$ cat config.mk
export PLATFORM = sky130hd
export DESIGN_NAME = asteroid_field
export DESIGN_NICKNAME = d
export VERILOG_FILES = /design/src/rtl/asteroid_pkg.sv /design/src/rtl/asteroid_field_lfsr16.sv /design/src/rtl/asteroid_field.sv
export SDC_FILE = /design/constraint.sdc
export NUM_CORES = 1
export LEC_CHECK = 0
export CORE_AREA = 2 2 213 215
export CTS_CLUSTER_SIZE = 28
export DETAILED_ROUTE_END_ITERATION = 7
export DIE_AREA = 0 0 215 217
export MAX_ROUTING_LAYER = met4
export SLEW_MARGIN = 10
export SYNTH_ARGS = -nofsm -noshare
export SYNTH_HDL_FRONTEND = slang
export SYNTH_SLANG_ARGS = --single-unit
$ cat constraint.sdc
create_clock -name clk -period 6 [get_ports clk]
set_input_delay 0.9 -clock clk [delete_from_list [all_inputs] [get_ports clk]]
set_output_delay 0.9 -clock clk [all_outputs]
set_load 0.02 [all_outputs]
$ cat src/rtl/asteroid_pkg.sv
// Shared types and constants for the asteroid playfield and collision stages.
package asteroid_pkg;

    localparam int          GRID_N    = 16;
    localparam logic [15:0] LFSR_POLY = 16'hB400;

    typedef logic [GRID_N-1:0][GRID_N-1:0] grid_t;

    typedef enum logic [1:0] {
        IDLE,
        PLAY,
        DEAD
    } state_t;

    // Right-shifting Galois step
    function automatic logic [15:0] lfsr_next(input logic [15:0] x);
        return x[0] ? ((x >> 1) ^ LFSR_POLY) : (x >> 1);
    endfunction

endpackage

$ cat src/rtl/asteroid_field_lfsr16.sv
// 16-bit Galois LFSR with synchronous seed load and step enable.
import asteroid_pkg::*;

module lfsr16 (
    input  logic        clk,
    input  logic        reset,
    input  logic        load,
    input  logic        en,
    input  logic [15:0] seed,
    output logic [15:0] q
);

    always_ff @(posedge clk or posedge reset) begin
        if (reset) begin
            q <= seed;
        end else if (load) begin
            q <= seed;
        end else if (en) begin
            q <= lfsr_next(q);
        end
    end

endmodule

$ cat src/rtl/asteroid_field.sv
// Scrolling 16x16 asteroid playfield with ship tracking and overlap grid.
import asteroid_pkg::*;

module asteroid_field #(
    parameter int          TICK_DIV       = 16,
    parameter logic [15:0] LFSR_SEED      = 16'hACE1,
    parameter logic [3:0]  SHIP_START_COL = 4'd7
) (
    input  logic                   clk,
    input  logic                   reset,
    input  logic                   start,
    input  logic                   left,
    input  logic                   right,
    input  logic                   spawn_en,
    input  logic                   collide,
    output logic [15:0][15:0]      field_out,
    output logic [15:0][15:0]      overlap,
    output logic [3:0]             ship_col,
    output logic                   playing,
    output logic [15:0]            score
);

    localparam logic [15:0] TICK_LAST = 16'(TICK_DIV - 1);

    state_t      state;
    grid_t       field;
    logic [15:0] tick;
    logic [15:0] lfsr_q;
    logic [15:0] lfsr_nx;
    logic [15:0] row0;
    logic [3:0]  mv_col;
    logic        go;
    logic        wrap;

    assign go   = start && (state != PLAY);
    assign wrap = (tick == TICK_LAST);

    lfsr16 u_lfsr (
        .clk   (clk),
        .reset (reset),
        .load  (go),
        .en    ((state == PLAY) && !collide),
        .seed  (LFSR_SEED),
        .q     (lfsr_q)
    );

    // New row uses the value the LFSR steps to on the scroll edge
    assign lfsr_nx = lfsr_next(lfsr_q);
    assign row0    = spawn_en ? (lfsr_nx & {lfsr_nx[7:0], lfsr_nx[15:8]})
                              : 16'h0;

    always_comb begin
        mv_col = ship_col;
        if (left && !right && ship_col != 4'd0) begin
            mv_col = ship_col - 4'd1;
        end else if (right && !left && ship_col != 4'd15) begin
            mv_col = ship_col + 4'd1;
        end
    end

    always_comb begin
        overlap = '0;
        overlap[GRID_N-1][ship_col] = field[GRID_N-1][ship_col];
    end

    assign field_out = field;

    always_ff @(posedge clk or posedge reset) begin
        if (reset) begin
            state    <= IDLE;
            playing  <= 1'b0;
            field    <= '0;
            ship_col <= SHIP_START_COL;
            score    <= 16'h0;
            tick     <= 16'h0;
        end else if (go) begin
            state    <= PLAY;
            playing  <= 1'b1;
            field    <= '0;
            ship_col <= SHIP_START_COL;
            score    <= 16'h0;
            tick     <= 16'h0;
        end else if (state == PLAY) begin
            if (collide) begin
                state   <= DEAD;
                playing <= 1'b0;
            end else begin
                ship_col <= mv_col;
                if (wrap) begin
                    tick  <= 16'h0;
                    field <= {field[GRID_N-2:0], row0};
                    if (score != 16'hFFFF) begin
                        score <= score + 16'd1;
                    end
                end else begin
                    tick <= tick + 16'd1;
                end
            end
        end
    end

endmodule

==> out/qor.yml, run 1 <==
critical_path:
  crit_slowest_cell: "dfstp_2"
  r2r_cells: 7
  path_class: "flip-flop to output port"
  slowest_delay_ns: 0.70
  cp-end-kind: "output port"
  r2r_end: "field_out[93]"
  path_buf_inv: 1
  critPathMaxFanout: 12
  critPathArrivalTime_ns: 2.82
  critPathLaunchType: "flip-flop"
  r2r_start: "tick[0]"
  path_cells: "mux4_2 > mux2_2 > nand3b_1 > nor3_1 > clkdlybuf4s50_1"
  crit_cells: 5
  cpLargestDelayFamily: "multiplexers"
  rrSetupSlack_ns: 3.23
  crit_required_ns: 5.10
synthesis:
  synth.avg_cell_area_um2: 8.75
  synth-simple-area-share: 0.182
  synth_top_family_by_area: "buffers and inverters"
  ys_top_cells_by_count: "buf_4 (374), nand2_1 (271), dfrtp_1 (171)"
  synthArstFlopShare: 1.00
  synth_edf_count: 0
  yosysTopAreaCellShare: 0.399
  syn-cell-area_um2: 10700
  synthMuxAreaShare: 0.00909
  synthXorXnorAreaFrac: 0.0147
  synth-seq-cells: 182
  ys_dominant_reg_cell: "dfrtp_1"
  synth.most_common_cell: "buf_4"
  syn-instance-count: 1227
  yosysTopAreaCell: "dfrtp_1"
  synth-compound-area-share: 0.0798
  yosys.area_share.adder: 0.00350
  synthTopCellsByArea: "dfrtp_1 (40%), buf_4 (26%), nand2_1 (9.5%)"
  ys_seq_area_frac: 0.426
  synth_warnings: 0
  synth_cell_types: 57
final_layout:
  syn2layout_area_growth_pct: 21.7
  register_area_um2: 4570
  drive_gt1_frac: 0.0536
  antenna_cells: 0
  final_util: 0.292
  fillers: 4764
  final_nets: 1377
  fin_cells: 1980
  multi_input_area_um2: 4030
power_and_ir_drop:
  max-vdd-ir-drop_v: 0.000148
  p_leak_nw: 5.70
  cellPowerDensity_nw_per_um2: 255
clock_tree:
  root_buffer: "clkbuf_16"
  clk_latency_ns: 0.45
  cts_max_path_buffers: 2
  postCtsResizedCells: 0
  cts_buffers: 17
  cts.sinks: 182
  clkSlewWorstSetupHoldPaths_ns: 0.08
  h-tree-depth: 4
  cts_tree: "done"
  postCtsSetupBuffers: 0
  holdBufCountCts: 0
routing:
  drtIter0Drc: 652
  postRouteAntennaNets: 0
  dr_total_vias: 7995
  drt_drc_violations_left: 0
  wirelength_um: 32500
  dr.pass1.iters: 5
  wl_per_cell_um: 16.4
  via_per_inst: 4.04
timing:
  setup_viol: 0
  setup_tns_ns: 0
  relSlewSlack: 0.280
  min_period_ns: 3.72
  finalHoldViolCount: 0
  rsz0062_at_grt: "no"
  skew_ns: 0.00928
  period_share: 0.621
  max_freq_mhz: 269
  tightestPinTransition_ns: 1.08
  finalMaxSlewViolations: 0
run:
  drv_cap: 0
die:
  fp-row-count: 78
  start_util: 0.240
  core_area_um2: 44700
  die_h_um: 217
  dieArea_um2: 46700
  dieWidth_um: 215
  io_pins: 540
grt:
  grt_pass1_wl_um: 47200
  grt_max_degree: 93
  grt_overflow_total: 0
  grt_pass1_vias: 7290
  antenna_found_initial: 0
  grt_util_all_layers: 0.137
worst_hold_path:
  min_path_type: "flip-flop to flip-flop"
  min-delay-start: "u_lfsr.q[15]"
  hold_end: "u_lfsr.q[15]"
  whs_path_depth: 2
placement:
  globalplace.congestion: 0.791
  port-buffer-count: 299
  dp.cells: 1948
  hpwl_um: 23200
run_status:
  outcome: "completed"
cells by family after synthesis:
| logic type | Yosys count |
|---|---|
| AND/OR/NAND/NOR | 439 |
| buffers and inverters | 433 |
| flip-flops | 182 |
| AO/OA/AOI/OAI | 144 |
| XOR/XNOR | 18 |
| multiplexers | 7 |
| adder cells (fa/ha/maj) | 3 |
| other | 1 |
stage by stage:
stage	hold WS (ns)	area (µm²)	worst slack (ns)	power [W]
final	0.505	13100	2.28	0.00333
after global routing	0.529	13100	2.13	0.00349
after CTS	0.508	13100	2.24	0.00337
after detailed placement	0.494	12500	2.40	0.00214
after global placement	0.490	12500	2.46	0.00212
after floorplan	0.471	11600	0.175	0.00206
routing by layer:
| layer | vias to the layer above | share of wire | track usage |
|---|---|---|---|
| met2 | 341 | 0.49 | 0.218 |
| met1 | 3938 | 0.43 | 0.173 |
| li1 | 3686 | - | - |
| met5 | - | 0 | - |
| met4 | 0 | 0.022 | 0.0464 |
| met3 | 30 | 0.058 | 0.0296 |
sequential cells by signal (all words and copies together), names as in the netlist:
register / count
field_out: 128
score: 16
tick: 16
u_lfsr.q: 16
ship_col: 4
state: 2
layout make-up:
class / count / area share
clock buffer: 20 / 0.0342
tap: 600 / 0.0575
inverter: 8 / 0.00287
timing repair buffer: 307 / 0.235
clock inverter: 12 / 0.0126
multi-input combinational: 851 / 0.309
sequential: 182 / 0.350
tightest hold or removal path, stage by stage (launching register included):
cell,delay (ns)
dfstp_2,0.38
nand2_1,0.05
nand3_1,0.07
how the worst max path moves through the flow:
| stage | from | endpoint | slack (ns) |
|---|---|---|---|
| floorplan | reset | field_out[103] | 0.17 |
| global placement | collide | field_out[107] | 2.46 |
| detailed placement | collide | field_out[107] | 2.40 |
| CTS | ship_col[0] | overlap[241] | 2.24 |
| global route | ship_col[0] | overlap[241] | 2.13 |
| finish | ship_col[0] | overlap[241] | 2.28 |
power by group:
part	leakage, nW	total (W)	internal [W]	switching [W]
clock network	0.299	0.00121	0.000677	0.000538
registers	2.49	0.00144	0.00133	0.000111
logic	2.91	0.000672	0.000181	0.000491
layout by cell type (no fill, tap or decap), types with 4 or more instances in the layout:
master / synthesis / layout
o41ai_1: 4 / 4
conb_1: 1 / 240
clkbuf_16: 0 / 17
dfrtp_1: 171 / 171
o21ai_0: 15 / 15
nand3_1: 59 / 59
a21oi_1: 95 / 95
nor3_1: 7 / 7
inv_1: 8 / 7
xor2_1: 15 / 15
nor2_1: 46 / 44
or3_1: 5 / 5
a22o_1: 6 / 6
buf_4: 374 / 7
clkdlybuf4s50_1: 0 / 299
nand2_1: 271 / 270
and4_1: 5 / 5
o31ai_1: 4 / 4
dfstp_2: 11 / 11
nand4_1: 15 / 15
and3_1: 5 / 5
No activity file was read; power rests on OpenSTA's default activity.
==> run 2: changes to the inputs <==
Clock period 6 ns to 3.1 ns, I/O delays scaled along.
==> run 2 against run 1 <==
  * Critical path depth unchanged
  * Clock power up 93%
  * First-iteration DRC count down 23%
  * Cell count up 0.71%
  * Critical path type unchanged
==> out/qor.yml, run 2 (synthesis gave the netlist of run 1 again) <==
power_and_ir_drop:
  cellPowerDensity_nw_per_um2: 486
  combPwrFrac: 0.211
  p_sw_frac: 0.346
  clkPwrFrac: 0.360
  p_switching_w: 0.00223
  p_seq_frac: 0.429
  p_leak_nw: 6.00
  p_int_w: 0.00423
  max-vdd-ir-drop_v: 0.000273
critical_path:
  critPathLaunchType: "flip-flop"
  cpLargestDelayFamily: "multiplexers"
  path_buf_inv: 1
  cp-end-kind: "output port"
  path_class: "flip-flop to output port"
  crit_slowest_cell: "dfstp_2"
  critPathArrivalTime_ns: 2.40
  crit_required_ns: 2.63
  critPathMaxFanout: 4
  slowest_delay_ns: 0.57
  path_cells: "mux4_2 > mux2_2 > nand3b_1 > nor2_1 > dlygate4sd2_1"
final_layout:
  syn2layout_area_growth_pct: 23.8
  final_cell_mix: "clkdlybuf4s50_1 (283), nand2_1 (270), conb_1 (240)"
  drive_gt1_frac: 0.0646
  final_area_um2: 13300
  largest_reg_flops: 128
  final_common_cell: "clkdlybuf4s50_1"
  antenna_cells: 0
  final_nets: 1391
routing:
  wl_met1_um: 13700
  wirelength_um: 32400
  via_per_inst: 4.03
  wl_per_cell_um: 16.2
  maxUsedRoutingLayer: "met4"
  postRouteAntennaNets: 0
  drt_drc_violations_left: 0
  wl_met2_um: 16100
  dr.pass1.iters: 5
  wl_met3_um: 1830
  dr_total_vias: 8029
  drtIter0Drc: 500
placement:
  globalplace.congestion: 0.834
  hpwl_um: 23800
  port-buffer-count: 299
  dpl-instance-area_um2: 12600
  pre_cts_ws_ns: 0.338
timing:
  setup_viol: 0
  tightestPinTransition_ns: 1.05
  setup_tns_ns: 0
  relSlewSlack: 0.297
  period_share: 0.923
  rsz0062_at_grt: "no"
  min_period_ns: 2.86
  finalMaxSlewViolations: 0
  fin_hold_ws_ns: 0.514
  setup_ws_ns: 0.238
  max_freq_mhz: 349
  finalHoldViolCount: 0
  skew_ns: 0.0112
grt:
  antenna_found_initial: 0
  grt_pass1_vias: 7265
  grt_util_all_layers: 0.135
  grt_max_degree: 122
  grt_overflow_total: 0
  grt_pass1_wl_um: 46600
die:
  io_pins: 540
  core_area_um2: 44700
  die_h_um: 217
  dieArea_um2: 46700
  dieWidth_um: 215
  start_util: 0.240
  fp-row-count: 78
clock_tree:
  clk_latency_ns: 0.45
  cts_max_path_buffers: 2
  cts_buffers: 17
  h-tree-depth: 4
  root_buffer: "clkbuf_16"
  cts.sinks: 182
  clkSlewWorstSetupHoldPaths_ns: 0.07
  cts_tree: "done"
  holdBufCountCts: 0
worst_hold_path:
  min_path_type: "flip-flop to flip-flop"
run_status:
  outcome: "completed"
run:
  drv_cap: 0
==> run 2: cell types whose count changed in the layout (fill, tap and decap cells not counted), sizes merged <==
cell / delta
buf: +14
clkinv: +1
clkdlybuf4s50: -16
bufinv: -1
clkbuf: -1
dlygate4sd2: +7
dlymetal6s2s: +9
clkinvlp: +1
==> run 2: final timing paths <==
path	depth (start not counted)	to	slack, ns	start
hold / removal	2	u_lfsr.q[6]	0.51	u_lfsr.q[6]
max in group asynchronous	3	u_lfsr.q[7]	1.83	reset
min in group asynchronous	2	field_out[12]	0.53	reset
hold reg to reg	2	u_lfsr.q[6]	0.51	u_lfsr.q[6]
setup / recovery	5	overlap[250]	0.24	ship_col[0]
setup reg to reg	6	score[0]	0.87	tick[0]
==> run 2: metal layers <==
layer | vias up | track usage
met5 | - | -
met4 | 0 | 0.0464
met3 | 31 | 0.0270
met2 | 334 | 0.223
met1 | 3958 | 0.166
li1 | 3706 | -
==> run 2: cell type report <==
type / count / area (µm²)
clock buffers: 19 / 453
clock inverters: 13 / 164
fillers: 4714 / 31400
inverters: 8 / 33.8
multi-input cells: 851 / 4030
flip-flops and latches: 182 / 4570
well taps: 600 / 751
repair buffers: 321 / 3280
==> run 2: through the flow <==
step	instances	util	power, W
after floorplan	1466	-	0.00398
after global placement	1961	0.283	0.00416
after detailed placement	1961	0.283	0.00418
after CTS	1994	0.297	0.00656
after global routing	1994	0.297	0.00678
final	1994	0.297	0.00646
==> run 2: power groups by stage <==
stage               sequential, W  combinational (W)  clock (W)
CTS                       0.00277            0.00138    0.00241
finish                    0.00277            0.00136    0.00233
global route              0.00280            0.00149    0.00249
detailed placement        0.00283            0.00136          0
global placement          0.00282            0.00134          0
floorplan                 0.00278            0.00120          0
==> run 2: repair_timing <==
item / CTS / global route
resized for setup: 7 / 9
setup endpoints to repair: 16 / 9
buffers inserted: 1 / 0
==> run 2: worst min-delay path, delay by kind of cell (launching register included) <==
kind | cells | cell delay, ns
AOI/OAI and AO/OA | 1 | 0.07
buffers and inverters | 1 | 0.08
DFF | 1 | 0.36
==> run 3: changes to the inputs <==
Settings changed: ABC_AREA from default to 1, CAP_MARGIN from default to 0, CORE_AREA 2 2 213 215 to 2 2 207 209, DIE_AREA 0 0 215 217 to 0 0 209 211.
==> run 3 against run 2 <==
  * Sequential share of layout area decreased by 0.38 points
  * Sequential power about the same
  * First-iteration DRC count increased by 13%
  * Critical path type unchanged
==> out/qor.yml, run 3 <==
die:
  io_pins: 540
  dieWidth_um: 209
  fp-row-count: 75
  dieArea_um2: 44100
  start_util: 0.265
  core_area_um2: 41800
  die_h_um: 211
grt:
  antenna_found_initial: 2
  grt_pass1_wl_um: 47300
  grt_overflow_total: 0
  grt_max_degree: 67
  busiest_layer: "met2"
  grtUsageMet1: 0.189
  grt_util_all_layers: 0.146
  grt_pass1_vias: 7522
  met2_usage: 0.239
  grtUsageMet3: 0.0225
clock_tree:
  clkSlewWorstSetupHoldPaths_ns: 0.07
  root_buffer: "clkbuf_16"
  cts_tree: "done"
  cts_max_path_buffers: 2
  h-tree-depth: 4
  cts_buffers: 17
  cts.sinks: 182
  holdBufCountCts: 0
  clk_latency_ns: 0.43
synthesis:
  syn-instance-count: 1355
  synth_edf_count: 0
  synth_cell_types: 35
  synth-seq-cells: 182
  syn-cell-area_um2: 11100
  synthTopCellsByArea: "dfrtp_1 (39%), buf_4 (25%), nand2_1 (9.4%)"
  synth_warnings: 0
  ys_top_cells_by_count: "buf_4 (368), nand2_1 (277), dfrtp_1 (171)"
  synth.most_common_cell: "buf_4"
  yosysTopAreaCell: "dfrtp_1"
  synthArstFlopShare: 1.00
  ys_dominant_reg_cell: "dfrtp_1"
  yosysTopAreaCellShare: 0.387
  ys_seq_area_frac: 0.413
  synth.avg_cell_area_um2: 8.16
timing:
  tightestPinTransition_ns: 0.591
  setup_tns_ns: 0
  fin_hold_ws_ns: 0.453
  rsz0062_at_grt: "no"
  setup_viol: 0
  max_freq_mhz: 345
  finalHoldViolCount: 0
  finalMaxSlewViolations: 0
  relSlewSlack: 0.605
  period_share: 0.936
  skew_ns: 0.0126
  setup_ws_ns: 0.198
  min_period_ns: 2.90
critical_path:
  cpLargestDelayFamily: "buffers and inverters"
  critPathLaunchType: "flip-flop"
  crit_required_ns: 2.63
  critPathArrivalTime_ns: 2.44
  path_buf_inv: 2
  cp-end-kind: "output port"
  path_class: "flip-flop to output port"
  critPathMaxFanout: 6
  path_cells: "inv_1 > nand2_1 > nor2_1 > a21oi_2 > nand2_2 > o21ai_4 > nor2_1 > clkdlybuf4s50_1"
  crit_slowest_cell: "dfstp_2"
  critPathMostFrequentCell: "nor2_1"
  slowest_delay_ns: 0.60
run:
  drv_cap: 0
worst_hold_path:
  min_path_type: "input port to async pin"
final_layout:
  final_cell_mix: "clkdlybuf4s50_1 (293), nand2_1 (278), conb_1 (240)"
  largest_reg_flops: 128
  final_area_um2: 13400
  drive_gt1_frac: 0.0561
  final_nets: 1529
  syn2layout_area_growth_pct: 21.5
  final_common_cell: "clkdlybuf4s50_1"
  fin_cells: 2072
placement:
  hpwl_um: 24400
  globalplace.congestion: 0.818
  port-buffer-count: 299
  pre_cts_ws_ns: 0.383
  dp.cells: 2033
  dpl-instance-area_um2: 12800
routing:
  via_per_inst: 4.06
  wirelength_um: 32400
  wl_per_cell_um: 15.6
  drtIter0Drc: 566
  dr_total_vias: 8421
  drt_drc_violations_left: 0
  dr.pass1.iters: 5
  postRouteAntennaNets: 0
run_status:
  outcome: "completed"
power_and_ir_drop:
  cellPowerDensity_nw_per_um2: 500
  max-vdd-ir-drop_v: 0.000326
  p_leak_nw: 6.32
-- run 3: cell types whose count changed in the layout (fill, tap and decap cells not counted), moves of 20 or more --
cell     before  now
a21oi_1      95   10
inv_1         7  104
nand3_1      59  106
nand4_1      15   35
o21ai_0      15   63
o22ai_1       1   29
-- run 3: cell type report --
class	count	area [µm²]
Fill cell	4366	28300
Sequential cell	182	4570
Multi-Input combinational cell	885	3950
Timing Repair Buffer	324	3250
Tap cell	539	674
Clock buffer	18	439
Inverter	109	415
Clock inverter	14	141
Antenna cell	1	2.50
-- run 3: where the power goes --
group	switching, W	leakage (nW)	internal, W
clock	0.00105	0.275	0.00109
combinational	0.00130	3.56	0.000478
sequential	0.000209	2.49	0.00258
-- run 3: per-layer routing --
layer,vias to the layer above,routed length (µm),share of wire
met2,298,16100,0.50
met1,4063,14400,0.44
met4,0,433,0.013
met5,-,0,0
li1,4036,-,-
met3,24,1500,0.046
-- run 3: timing repair --
| item | in CTS | in global routing |
|---|---|---|
| gates resized for setup | 1 | 11 |
| setup buffers | 0 | 5 |
| pin swaps | 0 | 2 |
| endpoints found under the hold margin | 0 | 0 |
| cloned | 0 | 1 |
| endpoints found under the setup margin | 9 | 16 |
-- run 3: worst register-to-register path, stage by stage (launching register included) --
cell	delay, ns
dfrtp_1	0.41
ha_1	0.22
nand3_1	0.17
nor2_2	0.23
nand3_2	0.14
nand2_4	0.09
buf_4	0.45
nand2_4	0.31
inv_1	0.20
nand2_1	0.07
nand2_1	0.05
-- run 3: final timing paths --
kind,from,slack [ns],to,depth (start not counted)
min,reset,0.45,field_out[206],2
max in group asynchronous,reset,1.86,u_lfsr.q[0],3
max,ship_col[0],0.20,overlap[246],8
min reg2reg,u_lfsr.q[6],0.50,u_lfsr.q[6],2
max reg2reg,tick[0],0.70,score[8],10
min in group clk,u_lfsr.q[6],0.50,u_lfsr.q[6],2
-- run 3: stage by stage --
step | utilization | total power, W
after global routing | 0.322 | 0.00711
after detailed placement | 0.306 | 0.00457
final | 0.322 | 0.00672
after CTS | 0.320 | 0.00675
after global placement | 0.306 | 0.00455
after floorplan | - | 0.00425
-- run 3: logic make-up (layout without fill, tap and decap cells) --
| logic type | after synthesis | count (layout) | share of synthesized area |
|---|---|---|---|
| flip-flops | 182 | 182 | 0.413 |
| XOR/XNOR | 11 | 11 | 0.00871 |
| AO/OA/AOI/OAI | 131 | 131 | 0.0653 |
| other | 1 | 241 | 0.000339 |
| adder cells (fa/ha/maj) | 3 | 3 | 0.00340 |
| buffers and inverters | 528 | 465 | 0.314 |
| AND/OR/NAND/NOR | 499 | 500 | 0.195 |
